<file path="src/rtl/node_pkg.sv">
// Shared types and defaults for the line-follower node counter.
package node_pkg;

  typedef enum logic [1:0] {
    ST_IDLE = 2'd0,
    ST_RUN  = 2'd1,
    ST_DONE = 2'd2
  } state_e;

  localparam int DEF_CNT_W    = 3;
  localparam int DEF_LAP_LAST = 6;
  localparam int DEF_REENTRY  = 2;
  localparam int DEF_NUM_LAPS = 2;
  localparam int DEF_DONE_VAL = 7;
  localparam int DEF_DEB_CYC  = 4;
  localparam int DEF_LAP_W    = 2;

  // Ceiling log2; returns 0 for values <= 1.
  function automatic int clog2(input int value);
    int r;
    r = 0;
    for (int v = value - 1; v > 0; v = v >> 1) r++;
    return r;
  endfunction

endpackage

</file>
<file path="src/rtl/node_debounce.sv">
// Node-detect front end: 2-flop synchroniser, stable-sample filter and
// rising-edge strobe of the filtered level.
module node_debounce
  import node_pkg::*;
#(
  parameter int DEB_CYC = DEF_DEB_CYC
) (
  input  logic clk,
  input  logic rst_n,
  input  logic node_det,
  output logic ev
);

  // Counter only needs to reach DEB_CYC-1; the +1 keeps it at least 1 bit wide.
  localparam int              RUN_W    = clog2(DEB_CYC + 1);
  localparam logic [RUN_W-1:0] RUN_LAST = RUN_W'(DEB_CYC - 1);

  logic [1:0]       sync_q, sync_d;
  logic             level_q, level_d;
  logic [RUN_W-1:0] run_q, run_d;
  logic             ev_q, ev_d;

  // NOTE: every signal driven here gets a default first, so no path leaves
  // a value unassigned and no latch is inferred.
  always_comb begin
    sync_d  = {sync_q[0], node_det};
    level_d = level_q;
    run_d   = '0;
    if (sync_q[1] != level_q) begin
      if (run_q == RUN_LAST) level_d = ~level_q;
      else                   run_d   = run_q + 1'b1;
    end
    ev_d = level_d & ~level_q;
  end

  // NOTE: sequential state uses non-blocking assignments so all flops
  // sample their _d values from the same pre-edge snapshot.
  always_ff @(posedge clk) begin
    if (!rst_n) begin
      sync_q  <= '0;
      level_q <= 1'b0;
      run_q   <= '0;
      ev_q    <= 1'b0;
    end else begin
      sync_q  <= sync_d;
      level_q <= level_d;
      run_q   <= run_d;
      ev_q    <= ev_d;
    end
  end

  assign ev = ev_q;

endmodule

</file>
<file path="src/rtl/node_route_counter.sv">
// Route node counter: counts debounced node events over NUM_LAPS laps,
// reloading REENTRY between laps and parking at DONE_VAL when finished.
module node_route_counter
  import node_pkg::*;
#(
  parameter int CNT_W    = DEF_CNT_W,
  parameter int LAP_LAST = DEF_LAP_LAST,
  parameter int REENTRY  = DEF_REENTRY,
  parameter int NUM_LAPS = DEF_NUM_LAPS,
  parameter int DONE_VAL = DEF_DONE_VAL,
  parameter int DEB_CYC  = DEF_DEB_CYC,
  parameter int LAP_W    = DEF_LAP_W
) (
  input  logic             clk,
  input  logic             rst_n,
  input  logic             en,
  input  logic             clear,
  input  logic             node_det,
  output logic [CNT_W-1:0] node_cnt,
  output logic [LAP_W-1:0] lap,
  output logic             node_pulse,
  output logic             lap_done,
  output logic             run_done
);

  if (!(REENTRY < LAP_LAST && LAP_LAST < (1 << CNT_W) && DONE_VAL < (1 << CNT_W) &&
        NUM_LAPS >= 1 && DEB_CYC >= 1 && (NUM_LAPS - 1) < (1 << LAP_W))) begin : g_bad_params
    $error("node_route_counter: illegal parameter combination");
  end

  localparam logic [CNT_W-1:0] LAST_C    = CNT_W'(LAP_LAST);
  localparam logic [CNT_W-1:0] REENTRY_C = CNT_W'(REENTRY);
  localparam logic [CNT_W-1:0] DONE_C    = CNT_W'(DONE_VAL);
  localparam logic [LAP_W-1:0] LAP_END_C = LAP_W'(NUM_LAPS - 1);

  logic ev;

  node_debounce #(
    .DEB_CYC (DEB_CYC)
  ) u_debounce (
    .clk      (clk),
    .rst_n    (rst_n),
    .node_det (node_det),
    .ev       (ev)
  );

  state_e           state_q, state_d;
  logic [CNT_W-1:0] cnt_q, cnt_d;
  logic [LAP_W-1:0] lap_q, lap_d;
  logic             pulse_q, pulse_d;
  logic             lap_done_q, lap_done_d;
  logic             run_done_q, run_done_d;

  always_comb begin
    state_d    = state_q;
    cnt_d      = cnt_q;
    lap_d      = lap_q;
    pulse_d    = 1'b0;
    lap_done_d = 1'b0;

    if (clear) begin
      state_d = ST_IDLE;
      cnt_d   = '0;
      lap_d   = '0;
    end else begin
      case (state_q)
        // IDLE and RUN count identically; IDLE just arms on the first enable.
        ST_IDLE, ST_RUN: begin
          if (en) begin
            state_d = ST_RUN;
            if (ev) begin
              pulse_d = 1'b1;
              if (cnt_q != LAST_C) begin
                cnt_d = cnt_q + 1'b1;
              end else if (lap_q < LAP_END_C) begin
                cnt_d      = REENTRY_C;
                lap_d      = lap_q + 1'b1;
                lap_done_d = 1'b1;
              end else begin
                cnt_d   = DONE_C;
                state_d = ST_DONE;
              end
            end
          end
        end
        ST_DONE: ;
        default: state_d = ST_IDLE;
      endcase
    end

    run_done_d = (state_d == ST_DONE);
  end

  always_ff @(posedge clk) begin
    if (!rst_n) begin
      state_q    <= ST_IDLE;
      cnt_q      <= '0;
      lap_q      <= '0;
      pulse_q    <= 1'b0;
      lap_done_q <= 1'b0;
      run_done_q <= 1'b0;
    end else begin
      state_q    <= state_d;
      cnt_q      <= cnt_d;
      lap_q      <= lap_d;
      pulse_q    <= pulse_d;
      lap_done_q <= lap_done_d;
      run_done_q <= run_done_d;
    end
  end

  assign node_cnt   = cnt_q;
  assign lap        = lap_q;
  assign node_pulse = pulse_q;
  assign lap_done   = lap_done_q;
  assign run_done   = run_done_q;

endmodule

</file>
<file path="config.mk">
export PLATFORM = sky130hd
export DESIGN_NAME = node_route_counter
export DESIGN_NICKNAME = d
export VERILOG_FILES = /design/src/rtl/node_pkg.sv /design/src/rtl/node_debounce.sv /design/src/rtl/node_route_counter.sv
export SDC_FILE = /design/constraint.sdc
export NUM_CORES = 1
export LEC_CHECK = 0
export CORE_AREA = 3 3 40 42
export CTS_BUF_LIST = sky130_fd_sc_hd__clkbuf_4 sky130_fd_sc_hd__clkbuf_8
export DETAILED_ROUTE_END_ITERATION = 7
export DIE_AREA = 0 0 43 45
export PLACE_DENSITY = 0.84
export SLEW_MARGIN = 20
export SYNTH_ARGS = -nofsm -noshare
export SYNTH_HDL_FRONTEND = slang
export SYNTH_SLANG_ARGS = --single-unit
</file>
<file path="constraint.sdc">
create_clock -name clk -period 2.7 [get_ports clk]
set_input_delay 0.54 -clock clk [delete_from_list [all_inputs] [get_ports clk]]
set_output_delay 0.54 -clock clk [all_outputs]
set_load 0.005 [all_outputs]
</file>
# After elaboration in Yosys (flattened, before gate mapping)
# Index checks and enable logic that the tools add are counted.
# totals
reg_bits,17
inputBits,5
output_inout_bits,8
elab_cells,48
# op_classes
add_sub_neg,3
n_lt_le_gt_ge,1
n_eq_ne,6
mux,12
n_bitwise,8
reduce_logical,8
# op_table
cell,count
$mux W2,5
$not A1 Y1,7
$add A3 B1 Y3 const B,2
$mux W3,2
$reduce_or A6 Y1,1
$reduce_and A5 Y1,1
$eq A2 B2 Y1 const B,2
$mux W1,4
$pmux W2 S2,1
$reduce_or A2 Y1,2
$reduce_or A4 Y1,1
$eq A3 B2 Y1 const B,1
$ne A3 B3 Y1 const B,1
$reduce_and A3 Y1,1
$reduce_or A3 Y1,1
$add A2 B1 Y2 const B,1
$eq A2 B1 Y1 const B,1
$logic_not A2 Y1,1
$lt A2 B1 Y1 const B,1
$and A1 B1 Y1,1
$ne A1 B1 Y1,1

# Depth between registers and ports, before layout
# depth
depth_word,8
mapped_depth,5
depth_no_buf,5

# Cells and area by module
# From an unflattened synthesis, not the netlist that was laid out.
# hier_totals
hier_cells,66
area_unflattened_um2,686.9
# by_module_without_submodules
mod,n_inst,cells_each,area_per_inst_um2,seq_area_each_um2
node_route_counter,1,47,439.2,200.2
node_debounce,1,19,247.7,140.1

# Worst setup path after synthesis
# OpenSTA, ideal clock, no wires.
# synth_timing
path_type,register to register
startpoint,"reg cnt_q[0], in the netlist node_cnt[0]"
endpoint,"reg lap_q[0], in the netlist lap[0]"
setup_time_ns,0.071
arrival_ns,1.206
required_time_ns,2.629
path_slack_ns,1.422
path_stages_with_launch,6
path_buffers,0
synth_period_minus_slack_ns,1.278
path_cell_list,dfxtp_1 > inv_1 > ha_1 > nand4_1 > or3_1 > a21oi_1
# synth_between
elab_chain_len,3
# synth_rtl
element,line_no,source
start: declaration,node_route_counter.sv:48,"logic [CNT_W-1:0] cnt_q, cnt_d;"
start signal: assignment,node_route_counter.sv:104,cnt_q <= cnt_d;
$ne A3 B3 Y1,node_route_counter.sv:73,if (cnt_q != LAST_C) begin
$not A1 Y1 (no line),-,
$reduce_and A5 Y1 (no line),-,
end signal: assignment,node_route_counter.sv:105,lap_q <= lap_d;
end: declaration,node_route_counter.sv:49,"logic [LAP_W-1:0] lap_q, lap_d;"
# No other way between the ends.
# A chain may end at the register's enable or synchronous reset.

# Final worst setup path
# layout_timing
startpoint,"reg cnt_q[0], in the netlist node_cnt[0]"
endpoint,out node_cnt[0]
# layout_rtl
element,line_no,source
end: declaration,node_route_counter.sv:19,"output logic [CNT_W-1:0] node_cnt,"
# No word-level cell between the ends.

==> run summary <==
Max Root-Sink Buffers: 2
vias: 511
number of fill cells in the layout: 107
WP data arrival: 1.21 ns
DR iter-0 viols: 10
htree depth: 1
Synth Cell Area: 691 um^2
Max Slew Vio Count: 0
ranking of synthesized cells by area: dfxtp_1, ha_1, nor2_1
Startpoint Class: register
Seq/Total Area, Yosys: 49.3%
Fmax achieved: 571 MHz
Boundary Pins: 13
Synth top area share: 49.3%
crit path max-delay cell type: clkdlybuf4s50_1
WS Path Type: reg2out
Synth Warn #: 0
Mapped Cells: 68
Final Hold Violating Endpoints: 0
CP max FO: 5
syn_nets: 78
drt wl/cell: 11.9 um
area of the multi-input gates: 320 um^2
synthesis-stage register bit count: 17
vias in the first global route: 480
setup_tns: 0 ns
ANT cells: 0
post-route ant nets: 0
Avg Inst Size Synth: 10.2 um^2
Total GRT Usage: 14.1%
CTS buffer count: 3
Die Height: 45 um
DP HPWL: 911 um
GPL Wtd Cong: 0.755
share of layout cells above drive strength 1: 10.8%
WP data required: 2.16 ns
global-route wire length before repair: 2010 um
via-per-instance ratio: 5.21
Die X: 43 um
Final Instance Count excl. Fillers: 98
Slew @ Worst Pin: 0.312 ns
die area: 0.00194 mm^2
CTS root buffer: clkbuf_4
port buffer count: 12
Critical Path End Type: output pin
Rel. slew slack: 79.1%
Hold Crit Class: reg2reg
WP buf/inv: 1
DRT Wirelength: 1170 um
DP Cell Count: 94
CTS Sinks: 17
top cell type by total area after synthesis: dfxtp_1
global route total overflow: 0
RSZ-0062 raised after global routing: no
Layout Skew: 0.0125 ns
endpoints failing setup: 0
core footprint: 0.00128 mm^2
leakage power: 0.318 nW
num rows: 13
Pwr Density: 481 mW/mm^2
clock slew at reported path FFs: 0.11 ns
initial core utilization: 53.7%
Setup Buffers After CTS: 0
synth-to-layout area growth: 22.5%
worst skew pair latency: 0.29 ns
max_cap viols: 0
register area: 340 um^2
crit path cell chain: clkdlybuf4s50_1
largest net degree at the start of global routing: 11
initial antenna violation count: 0
DRT Pass-1 Iters: 4
Hold Buf Count CTS: 0
Worst VDD drop: 0.255 mV
Yosys cell types: 25
top cell family by delay on the critical path: buffers and inverters
crit-path max cell delay: 0.52 ns
status: completed
CTS tree: built
crit path time final: 1.75 ns
Resized cells post-CTS: 0
Nets: 94
ratio of final minimum period to clock period: 64.9%
DR DRC count: 0
## cell type report
cell class                      instances  share of cell area [%]
Sequential cell                        17                    40.2
Multi-Input combinational cell         45                    37.9
Timing Repair Buffer                   12                    14.2
Clock buffer                            3                    2.66
Inverter                                5                    2.22
Tap cell                               15                    2.22
Clock inverter                          1                   0.592
## Yosys cell counts
cell and n:
dfxtp_1 17, nor4_2 2, xor2_1 1, and4b_1 1
and2_2 1, nand3b_1 1, nand2b_1 1, nand2b_2 1
a311oi_1 1, o21ai_0 2, nor2b_1 3, nand2_1 3
a21oi_1 4, and3_4 1, buf_6 1, nand4_1 1
ha_1 5, mux2i_1 2, nor2_1 7, or3_1 2
and2_1 2, inv_1 5, nor3_1 2, and3b_1 1
or2b_1 1
## through the flow
stage                     area [um^2]  setup WS [ns]  util, %  hold WS [ns]  total power [W]
after floorplan                   691           1.42        -         0.399         0.000265
after global placement            818          0.882     63.7         0.409         0.000273
after detailed placement          818          0.833     63.7         0.414         0.000274
after CTS                         846          0.934     65.8         0.429         0.000408
after global routing              846          0.897     65.8         0.467         0.000418
final                             846          0.948     65.8         0.427         0.000406
## power by group
part,switching (W),internal [W]
combinational,0.00000592,0.00000763
sequential,0.00000110,0.000253
clock,0.0000835,0.0000551
total,0.0000905,0.000316
## final timing paths
path / start / endpoint / slack [ns] / depth (start not counted)
setup / recovery: node_cnt[0] / node_cnt[0] / 0.95 / 1
hold / removal: u_debounce.run_q[0] / u_debounce.run_q[0] / 0.43 / 1
setup reg to reg: node_cnt[0] / run_done / 1.26 / 5
hold reg to reg: u_debounce.run_q[0] / u_debounce.run_q[0] / 0.43 / 1
## kinds of logic after synthesis
family          Yosys count  share of synthesized area [%]
xor+xnor                  1                           1.27
flops                    17                           49.3
buf+inv                   6                           4.35
compound gates            7                           5.62
mux                       2                           2.90
fa+ha+maj                 5                           9.06
simple gates             30                           27.5
## sequential cells by signal (all words and copies together) (netlist names)
signal / count
node_pulse: 1
u_debounce.ev: 1
lap_done: 1
run_done: 1
node_cnt: 3
state_q: 2
lap: 2
u_debounce.run_q: 3
u_debounce.level_q: 1
u_debounce.sync_q: 2
## cell usage in the layout (no fill, tap or decap)
cell type        count
nand2b_2             1
a21oi_1              4
inv_1                5
and4b_1              1
and3_4               1
and2_1               2
clkinv_2             1
o21ai_0              2
and2_2               1
or3_1                2
nor2b_1              3
ha_1                 5
nand2_1              3
nor3_1               2
clkdlybuf4s50_1     12
a311oi_1             1
clkbuf_4             3
nand4_1              1
nor2_1               7
mux2i_1              2
nand2b_1             1
nand3b_1             1
nor4_2               2
or2b_1               1
xor2_1               1
and3b_1              1
dfxtp_1             17
## per-layer routing
layer	vias to the layer above	part of all wire (%)	GRT usage [%]
met5	-	0	0
met4	0	0.86	9.04
met3	2	5.4	2.39
met2	16	51	24.0
met1	236	43	16.5
li1	257	-	-
Note: power is estimated with default switching activity, not from simulation.
